==> config.mk <==
export PLATFORM = sky130hd
export DESIGN_NAME = timer_entry
export DESIGN_NICKNAME = d
export VERILOG_FILES = /design/src/rtl/timer_entry.sv
export SDC_FILE = /design/constraint.sdc
export NUM_CORES = 1
export LEC_CHECK = 0
export BUFFER_PORTS_ARGS = -buffer_cell sky130_fd_sc_hd__buf_2
export CORE_UTILIZATION = 53
export CTS_BUF_LIST = sky130_fd_sc_hd__clkbuf_16
export DETAILED_ROUTE_END_ITERATION = 10
export HOLD_SLACK_MARGIN = 0.1
export PLACE_DENSITY = 0.84
export RECOVER_POWER = 100
export SETUP_SLACK_MARGIN = 0.2
export SYNTH_ARGS = -nofsm -noshare
export SYNTH_HDL_FRONTEND = slang
export SYNTH_SLANG_ARGS = --single-unit
==> constraint.sdc <==
create_clock -name clk -period 2.4 [get_ports clk]
set_clock_uncertainty 0.15 [all_clocks]
set_input_delay 0 -clock clk [delete_from_list [all_inputs] [get_ports clk]]
set_output_delay 0 -clock clk [all_outputs]
set_load 0.05 [all_outputs]
==> src/rtl/timer_entry.sv <==
// timer_entry: keypad entry stage for the microwave timer.
// Shifts decimal keys into a three-digit BCD value (M:SS), validates it on
// ENTER and drives an active-low load strobe to the downstream counters.
// Entries whose seconds-tens digit exceeds 5 are rejected with an err pulse.

module timer_entry #(
  parameter int unsigned LOAD_PULSE = 1  // loadn low cycles per accepted ENTER (1..15)
) (
  input  logic       clk,
  input  logic       clr,
  input  logic [3:0] key,
  input  logic       key_valid,
  input  logic       busy,
  output logic [3:0] min_data,
  output logic [3:0] tens_data,
  output logic [3:0] ones_data,
  output logic       loadn,
  output logic       err,
  output logic [1:0] ndigits
);

  typedef enum logic [1:0] {
    ST_IDLE  = 2'd0,
    ST_ENTRY = 2'd1,
    ST_LOAD  = 2'd2
  } state_e;

  localparam logic [3:0] KEY_CLEAR  = 4'd10;
  localparam logic [3:0] KEY_ENTER  = 4'd11;
  localparam logic [3:0] MAX_TENS   = 4'd5;
  // Remaining-cycle counter starts at LOAD_PULSE-1 so the exit edge is the
  // LOAD_PULSE-th edge after ENTER.
  localparam logic [3:0] PULSE_LAST = 4'(LOAD_PULSE - 1);

  state_e     state_q, state_d;
  logic [3:0] min_q, min_d;
  logic [3:0] tens_q, tens_d;
  logic [3:0] ones_q, ones_d;
  logic [1:0] ndigits_q, ndigits_d;
  logic       loadn_q, loadn_d;
  logic       err_q, err_d;
  logic [3:0] cnt_q, cnt_d;

  logic       is_digit_s;
  logic       room_s;

  assign is_digit_s = (key <= 4'd9);
  assign room_s     = (ndigits_q != 2'd3);

  // Next-state and next-output decode for the entry/load sequencer.
  always_comb begin
    state_d   = state_q;
    min_d     = min_q;
    tens_d    = tens_q;
    ones_d    = ones_q;
    ndigits_d = ndigits_q;
    loadn_d   = loadn_q;
    err_d     = 1'b0;
    cnt_d     = cnt_q;

    case (state_q)
      ST_IDLE, ST_ENTRY: begin
        if (key_valid) begin
          if (is_digit_s) begin
            // Digits are dropped while the timer runs or once three are held.
            if (!busy && room_s) begin
              min_d     = tens_q;
              tens_d    = ones_q;
              ones_d    = key;
              ndigits_d = ndigits_q + 2'd1;
              state_d   = ST_ENTRY;
            end else begin
              state_d = state_q;
            end
          end else if (key == KEY_CLEAR) begin
            // CLEAR is honoured even while busy.
            min_d     = 4'd0;
            tens_d    = 4'd0;
            ones_d    = 4'd0;
            ndigits_d = 2'd0;
            state_d   = ST_IDLE;
          end else if (key == KEY_ENTER) begin
            // ENTER with nothing entered never loads a zero time.
            if ((state_q == ST_ENTRY) && !busy) begin
              if (tens_q <= MAX_TENS) begin
                state_d = ST_LOAD;
                loadn_d = 1'b0;
                cnt_d   = PULSE_LAST;
              end else begin
                err_d = 1'b1;
              end
            end else begin
              state_d = state_q;
            end
          end else begin
            // Codes 12..15 carry no function.
            state_d = state_q;
          end
        end else begin
          state_d = state_q;
        end
      end

      ST_LOAD: begin
        // Keys are ignored; digits stay on the buses until the strobe ends.
        if (cnt_q == 4'd0) begin
          state_d   = ST_IDLE;
          loadn_d   = 1'b1;
          min_d     = 4'd0;
          tens_d    = 4'd0;
          ones_d    = 4'd0;
          ndigits_d = 2'd0;
        end else begin
          cnt_d = cnt_q - 4'd1;
        end
      end

      default: begin
        state_d   = ST_IDLE;
        loadn_d   = 1'b1;
        min_d     = 4'd0;
        tens_d    = 4'd0;
        ones_d    = 4'd0;
        ndigits_d = 2'd0;
        cnt_d     = 4'd0;
      end
    endcase
  end

  // State and output registers with synchronous clear.
  always_ff @(posedge clk) begin
    if (clr) begin
      state_q   <= ST_IDLE;
      min_q     <= 4'd0;
      tens_q    <= 4'd0;
      ones_q    <= 4'd0;
      ndigits_q <= 2'd0;
      loadn_q   <= 1'b1;
      err_q     <= 1'b0;
      cnt_q     <= 4'd0;
    end else begin
      state_q   <= state_d;
      min_q     <= min_d;
      tens_q    <= tens_d;
      ones_q    <= ones_d;
      ndigits_q <= ndigits_d;
      loadn_q   <= loadn_d;
      err_q     <= err_d;
      cnt_q     <= cnt_d;
    end
  end

  assign min_data  = min_q;
  assign tens_data = tens_q;
  assign ones_data = ones_q;
  assign ndigits   = ndigits_q;
  assign loadn     = loadn_q;
  assign err       = err_q;

endmodule
---- Word-level counts from Yosys, hierarchy flattened ----
Index checks and enable logic that the tools add are counted.
cells by class
  eq/ne operators ......................... 18
  multiplexer cells ....................... 45
  reduce and logical (&&, ||, !) cells .... 11
  bitwise logic cells ..................... 4
  add/subtract/negate cells ............... 2
  order comparisons ....................... 2
operators with widths
  cell                                                            count
  2-to-1 mux 4 bit                                                18
  one-hot mux 4 bit (2 select lines)                              4
  2-to-1 mux 2 bit                                                12
  != test 2 bit, second input constant                            9
  AND reduction 7 bit                                             2
  != test 4 bit, second input constant                            3
  == test 4 bit, second input constant                            2
  2-to-1 mux 1 bit                                                8
  one-hot mux 2 bit (2 select lines)                              2
  OR reduction 7 bit                                              1
  != test 3 bit, second input constant                            2
  AND reduction 6 bit                                             1
  less-or-equal comparator 4 x 3 -> 1 bit, second input constant  1
  less-or-equal comparator 4 bit, second input constant           1
  zero test 4 bit                                                 1
  inverter 1 bit                                                  4
  AND reduction 4 bit                                             1
  subtractor 4 x 1 -> 4 bit, second input constant                1
  adder 2 x 1 -> 2 bit, second input constant                     1
  == test 2 x 1 -> 1 bit, second input constant                   1
  == test 2 bit, second input constant                            1
  logical AND 1 bit                                               2
  zero test 2 bit                                                 1
  one-hot mux 1 bit (2 select lines)                              1
  2 further kinds                                                 2
word-level totals
  bits of input ports ..................... 8
  word-level logic and storage cells ...... 90
  register bits after elaboration ......... 22
  output and inout bits ................... 16

---- Longest topological paths before layout ----
Gate-level depths: netlist (run 1).
  depth after elaboration ................. 8
  mapped depth ............................ 7
  mapped depth without buffers ............ 6

---- Worst setup path after synthesis (run 1) ----
Ideal clock, no wire load.
  path type ............................... reg2reg
  start ................................... register ndigits_q[0], in the netlist ndigits[0]
  end ..................................... register ones_q[1], in the netlist ones_data[1]
  path buffers ............................ 0
  setup slack ............................. 555 ps
  arrival time ............................ 1571 ps
  period minus slack after synthesis ...... 1845 ps
  required time ........................... 2127 ps
  library setup time ...................... 123 ps
  cell stages (with the launch flop) ...... 6
  cell sequence ........................... dfxtp_1 > ha_1 > o21ba_2 > o2bb2ai_2 > nor2_4 > mux2_1
on the way
  word-level cells in the longest chain between the ends .. 4
RTL lines
  element                        RTL line  RTL
  start, declared                39        logic [1:0] ndigits_q, ndigits_d;
  start signal, assigned         146       ndigits_q <= ndigits_d;
  != test 2 bit                  48        assign room_s = (ndigits_q != 2'd3);
  logical AND 1 bit              66        if (!busy && room_s) begin
  != test 3 bit (no line)        --
  AND reduction 4 bit (no line)  --
  end signal, assigned           145       ones_q <= ones_d;
  end, declared                  38        logic [3:0] ones_q, ones_d;
No other way between the ends.
A chain may end at the register's enable or synchronous reset.

---- Final worst setup path (run 1) ----
  start ................................... register cnt_q[0]
  end ..................................... register loadn_q, in the netlist loadn
on the way
  word-level cells in the longest chain between the ends .. 3
RTL lines
  element                        RTL line  RTL
  start, declared                42        logic [3:0] cnt_q, cnt_d;
  start signal, assigned         149       cnt_q <= cnt_d;
  zero test 4 bit                106       if (cnt_q == 4'd0) begin
  != test 2 bit (no line)        --
  AND reduction 7 bit (no line)  --
  end signal, assigned           147       loadn_q <= loadn_d;
  end, declared                  40        logic loadn_q, loadn_d;
No other way between the ends.

==> results.tsv, run 1 <==
metric	value	unit
r2r_setup_slack	0.30	ns
htree_levels	1	
post-route-period-util	87.52	%
arrival	2.09	ns
grt.overflow.total	0	
firstDrtPassIters	4	
r2r-start	cnt_q[0]	
cts.sinks	22	
post-cts-setup-buffers	0	
timing.rr.end	loadn	
ys_async_sr_fraction	0	%
crit_chain	inv_1 -> ha_1 -> nor3b_4 -> o22a_1 -> o21ai_0 -> a211o_1	
area_growth	18.12	%
worstPathRequired	2.39	ns
antenna_left	0	
grt_pass1_wl	4940	µm
start_util	58.82	%
drt_iter0_drc	47	
port-buffer-count	23	
die_h	49.61	µm
nNetsFinal	171	
synth-main-ff-cell	dfxtp_1	
cts_root_buf	clkbuf_16	
worst_pin_slew	0.6232	ns
critPathLaunchType	flip-flop	
yosysSeqAreaShare	36.67	%
whs_path_depth	3	
rsz0062_at_grt	no	
min_from	key[2]	
vias	1128	
whs_endpoint	ones_data[2]	
slew_violations	0	
die_w	49.61	µm
p_leak	0.5201	nW
critPathCaptureType	flip-flop	
worst_path_largest_cell_delay	0.42	ns
reg2reg_depth	6	
grt_use_total	25.97	%
p_per_area	581.4	mW/mm²
syn-num-nets	144	
antenna_found_initial	0	
p_total	0.0008249	W
max-vdd-ir-drop	470.6	µV
synth-seq-cells	22	
die-area	0.002461	mm²
slew_headroom	58.40	%
drc	0	
setup_viol	0	
grt_max_degree	25	
min_period	2.100	ns
avgViaCountPerCell	6.065	
drive_gt1_share	11.32	%
ios	24	
syn_area_per_cell	9.031	µm²
wl_per_cell	15.12	µm
synth_cell_types	47	
worst-setup-path-type	flip-flop to flip-flop	
synth_area_leaders	dfxtp_1 37%, nand2b_1 6.8%, o21ai_1 3.8%	
cts_tree	done	
tns	0	ns
first_global_vias	1080	
holdCritPathClass	input pin to flip-flop	
yosysWarnings	0	
crit_slowest_cell	o22a_1	
clock_path_buffers	2	
antenna_cells	0	
synth_edf_count	0	
dp_hpwl	1850	µm
core	0.002042	mm²
path_max_fanout	11	
wl	2812	µm
synth_area	0.001201	mm²
clock_latency	0.25	ns
numCtsBuffers	3	
gp_congestion	0.8492	
rows	16	
hold_viol_final	0	
cts.clk_slew.worst_paths	0.06	ns
fmax	0.4761	GHz
netlist_instances	133	
yosysTopAreaCellShare	36.67	%
yosys.area.top_type	dfxtp_1	
status	finished clean	
cap_violations	0	
==> worst max path at each step <==
| stage | start | to | cells past startpoint |
|---|---|---|---|
| floorplan | ndigits[0] | ones_data[1] | 5 |
| global placement | state_q[1] | tens_data[1] | 5 |
| detailed placement | cnt_q[0] | tens_data[2] | 7 |
| CTS | cnt_q[0] | loadn | 6 |
| global route | cnt_q[0] | loadn | 6 |
| finish | cnt_q[0] | loadn | 6 |
==> flip-flops by register name, indices dropped and copies added, names as in the netlist <==
name / count
state_q: 2
loadn: 1
cnt_q: 4
ndigits: 2
tens_data: 4
ones_data: 4
err: 1
min_data: 4
==> critical path: cells and delay by family, from the launching register on <==
kind / cells / cell delay (ns)
AO/OA/AOI/OAI: 3 / 0.91
adder cells (fa/ha/maj): 1 / 0.21
buffers and inverters: 1 / 0.09
flip-flops: 1 / 0.34
AND/OR/NAND/NOR: 1 / 0.29
==> kinds of logic after synthesis <==
family	after synthesis	share of synthesized area [%]
fa+ha+maj	3	3.125
simple gates	58	30.94
flops	22	36.67
mux	7	6.146
compound gates	30	17.92
buf+inv	13	5.208
==> timing repair <==
| action | 4_1_cts | 5_1_grt |
|---|---|---|
| hold buffers | 5 | 0 |
| gates resized for setup | 0 | 2 |
| endpoints found under the setup margin | 0 | 2 |
| hold endpoints to repair | 6 | 0 |
==> layout make-up <==
cell class,count,area (µm²)
repair buffers,29,152.6
clock inverters,1,3.754
flip-flops and latches,22,440.4
fillers,186,623.1
well taps,27,33.78
clock buffers,3,75.07
multi-input cells,98,690.7
inverters,6,22.52
==> per-stage QoR <==
step	utilization [%]	area (µm²)	cells	setup slack, ns	hold slack (ns)
floorplan	-	1201	133	0.5554	-0.01699
global placement	64.52	1318	177	0.4764	0.1297
detailed placement	64.52	1318	177	0.3850	0.1440
CTS	70.83	1446	186	0.3244	0.1495
global route	69.49	1419	186	0.1742	0.1790
finish	69.49	1419	186	0.2996	0.1394
==> report_power, final <==
part / internal (W) / switching, W / total (W)
logic: 0.0000356 / 0.0000646 / 0.000100
clock network: 0.000222 / 0.000126 / 0.000348
registers: 0.000371 / 0.00000520 / 0.000377
total: 0.000629 / 0.000196 / 0.000825
==> per-layer routing <==
metal | global-route usage (%) | part of all wire (%)
met1 | 35.61 | 45
met2 | 40.77 | 46
met3 | 3.704 | 7.3
met4 | 10.00 | 1.6
met5 | 0 | 0
==> cell usage in the layout (no fill, tap or decap), types with 2 or more instances in the layout <==
cell / count
clkinv_1: 2
nor4b_1: 2
a21oi_1: 6
clkbuf_1: 16
o21ai_0: 5
ha_1: 3
inv_1: 4
buf_2: 7
nor2_1: 5
o21ai_1: 4
nor2b_1: 3
mux2i_1: 4
o22ai_1: 2
mux2_1: 3
dlygate4sd3_1: 5
nand4_1: 5
nor3_1: 5
nand3_1: 5
o31ai_1: 2
clkbuf_16: 3
dfxtp_1: 22
nand4b_1: 2
nand2_1: 8
nand2b_1: 13
==> synthesized netlist by cell type, types with 2 or more instances <==
cell	n
nor3_1	5
nand2_1	8
a21oi_1	5
nand2b_1	13
ha_1	3
o22ai_1	2
mux2i_1	4
buf_2	2
nor2b_1	3
nand4_1	4
nor4b_1	2
o21ai_1	9
o31ai_1	2
mux2_1	3
nor2_1	5
clkbuf_1	3
inv_1	4
nand3_1	5
nand4b_1	2
dfxtp_1	22
Note: power is estimated with default switching activity, not from simulation.
==> run 2: changes to the inputs <==
--- a/config.mk
+++ b/config.mk
@@ -5,12 +5,12 @@
 export SDC_FILE = /design/constraint.sdc
 export NUM_CORES = 1
 export LEC_CHECK = 0
-export BUFFER_PORTS_ARGS = -buffer_cell sky130_fd_sc_hd__buf_2
-export CORE_UTILIZATION = 53
+export BUFFER_PORTS_ARGS = -buffer_cell sky130_fd_sc_hd__clkbuf_2
+export CORE_UTILIZATION = 26
 export CTS_BUF_LIST = sky130_fd_sc_hd__clkbuf_16
 export DETAILED_ROUTE_END_ITERATION = 10
 export HOLD_SLACK_MARGIN = 0.1
-export PLACE_DENSITY = 0.84
+export PLACE_DENSITY = 0.51
 export RECOVER_POWER = 100
 export SETUP_SLACK_MARGIN = 0.2
 export SYNTH_ARGS = -nofsm -noshare
==> run 2 against run 1 <==
Maximum frequency up 2.5%. Final cell count is 15% higher. Sequential power about the same. Hold slack better by 0.0049 ns. Clock-buffer cell count stayed put. Largest cell class unchanged.
==> results.tsv, run 2 (synthesis results as in run 1) <==
metric	value	unit	change
avgViaCountPerCell	5.277		was 6.065
combPwrFrac	10.8	%	was 12.1%
arrival	2.05	ns	was 2.09 ns
die_h	69.97	µm	was 49.61 µm
cts.sinks	22		unchanged
pwr-share-clk	49.4	%	was 42.2%
max-vdd-ir-drop	244.3	µV	was 470.6 µV
wl_per_cell	14.37	µm	was 15.12 µm
drc	0		unchanged
firstDrtPassIters	4		unchanged
cts_tree	done		unchanged
final_common_cell	dfxtp_1		unchanged
grt_use_total	13.88	%	was 25.97%
cts.clk_slew.worst_paths	0.06	ns	about the same
start_util	27.40	%	was 58.82%
critPathCaptureType	flip-flop		unchanged
status	finished clean		unchanged
p_sw	0.0002071	W	was 0.0001958 W
htree_levels	1		unchanged
internal-power	0.0007389	W	was 0.0006291 W
drive_gt1_share	12.42	%	was 11.32%
num-fill-cells	484		was 186
fmax	0.4880	GHz	was 0.4761 GHz
vias	1124		was 1,128
seq_power_share	39.8	%	was 45.7%
drt_iter0_drc	60		was 47
post-cts-setup-buffers	0		unchanged
worst-setup-path-type	flip-flop to flip-flop		unchanged
post-route-period-util	85.39	%	was 87.52%
min_period	2.049	ns	was 2.100 ns
p_leak	0.5380	nW	was 0.5201 nW
hold_viol_final	0		unchanged
dp_hpwl	2263	µm	was 1850 µm
rows	24		was 16
power.share.switching	21.90	%	was 23.74%
worstPathRequired	2.40	ns	was 2.39 ns
grt_max_degree	24		was 25
die-area	0.004896	mm²	was 0.002461 mm²
clock_latency	0.26	ns	was 0.25 ns
port-buffer-count	23		unchanged
area_growth	24.27	%	was 18.12%
slew_violations	0		unchanged
p_per_area	633.8	mW/mm²	was 581.4 mW/mm²
wl	3061	µm	was 2812 µm
nNetsFinal	173		was 171
post-route-util	34.05	%	was 69.49%
cts_root_buf	clkbuf_16		unchanged
first_global_vias	1185		was 1,080
die_w	69.97	µm	was 49.61 µm
ios	24		unchanged
setup_viol	0		unchanged
grt_pass1_wl	5526	µm	was 4940 µm
clock_path_buffers	2		unchanged
path_max_fanout	11		unchanged
numCtsBuffers	3		unchanged
multi_input_area	696.9	µm²	was 690.7 µm²
cap_violations	0		unchanged
rsz0062_at_grt	no		unchanged
gp_congestion	0.7676		was 0.8492
slew_headroom	59.29	%	was 58.40%
regArea	440.4	µm²	unchanged
core	0.004384	mm²	was 0.002042 mm²
grt.overflow.total	0		unchanged
antenna_found_initial	0		unchanged
tns	0	ns	unchanged
worst_pin_slew	0.6133	ns	was 0.6232 ns
holdCritPathClass	input pin to flip-flop		unchanged
layout_common_cells	22 x dfxtp_1, 18 x clkbuf_1, 13 x nand2b_1		was 22 x dfxtp_1, 16 x clkbuf_1, 13 x nand2b_1
hold-worst-slack	0.1442	ns	was 0.1394 ns
critPathLaunchType	flip-flop		unchanged
antenna_left	0		unchanged
antenna_cells	0		unchanged
[run 2: stage by stage]
stage	area [µm²]	instances	setup WS, ns	power [W]
global placement	1364	204	0.4620	0.0004840
floorplan	1201	133	0.5554	0.0004559
CTS	1519	213	0.3004	0.0009671
global route	1493	213	0.1718	0.0009888
finish	1493	213	0.3507	0.0009461
detailed placement	1364	204	0.3368	0.0004857
[run 2: final cells by class]
cell class	count	share of cell area, %
Clock buffer	3	5.029
Clock inverter	1	2.012
Timing Repair Buffer	31	10.90
Sequential cell	22	29.51
Multi-Input combinational cell	98	46.69
Inverter	6	1.509
Tap cell	52	4.359
[run 2: worst max-delay path, stage by stage, from the launching register on]
cell	delay [ns]
dfxtp_1	0.33
inv_1	0.09
ha_1	0.22
nor3b_4	0.29
o22a_1	0.42
o21ai_0	0.15
a211o_1	0.30
[run 2: final timing paths]
path              startpoint  cells past startpoint           end  slack, ns
setup / recovery    cnt_q[0]                      6         loadn       0.35
setup reg to reg    cnt_q[0]                      6         loadn       0.35
hold / removal        key[2]                      3  ones_data[2]       0.14
hold reg to reg        loadn                      1         loadn       0.31
[run 2: timing repair]
item / CTS / global route
hold buffers: 5 / 0
endpoints found under the setup margin: 0 / 4
endpoints found under the hold margin: 10 / 0
gates resized for setup: 0 / 2
[run 2: per-layer routing]
metal  part of all wire [%]  routed length [µm]  track usage, %
met5                      0                   0               0
met2                     46                1401           23.18
met1                     48                1471           17.72
met4                   0.49                  15           3.111
met3                    5.6                 172           3.896
[run 2: power groups by stage]
stage               registers, W  clock network [W]  logic (W)
finish                  0.000377           0.000467   0.000102
global route            0.000378           0.000500   0.000112
CTS                     0.000377           0.000484   0.000106
detailed placement      0.000385                  0   0.000100
global placement        0.000385                  0  0.0000987
floorplan               0.000400                  0  0.0000561
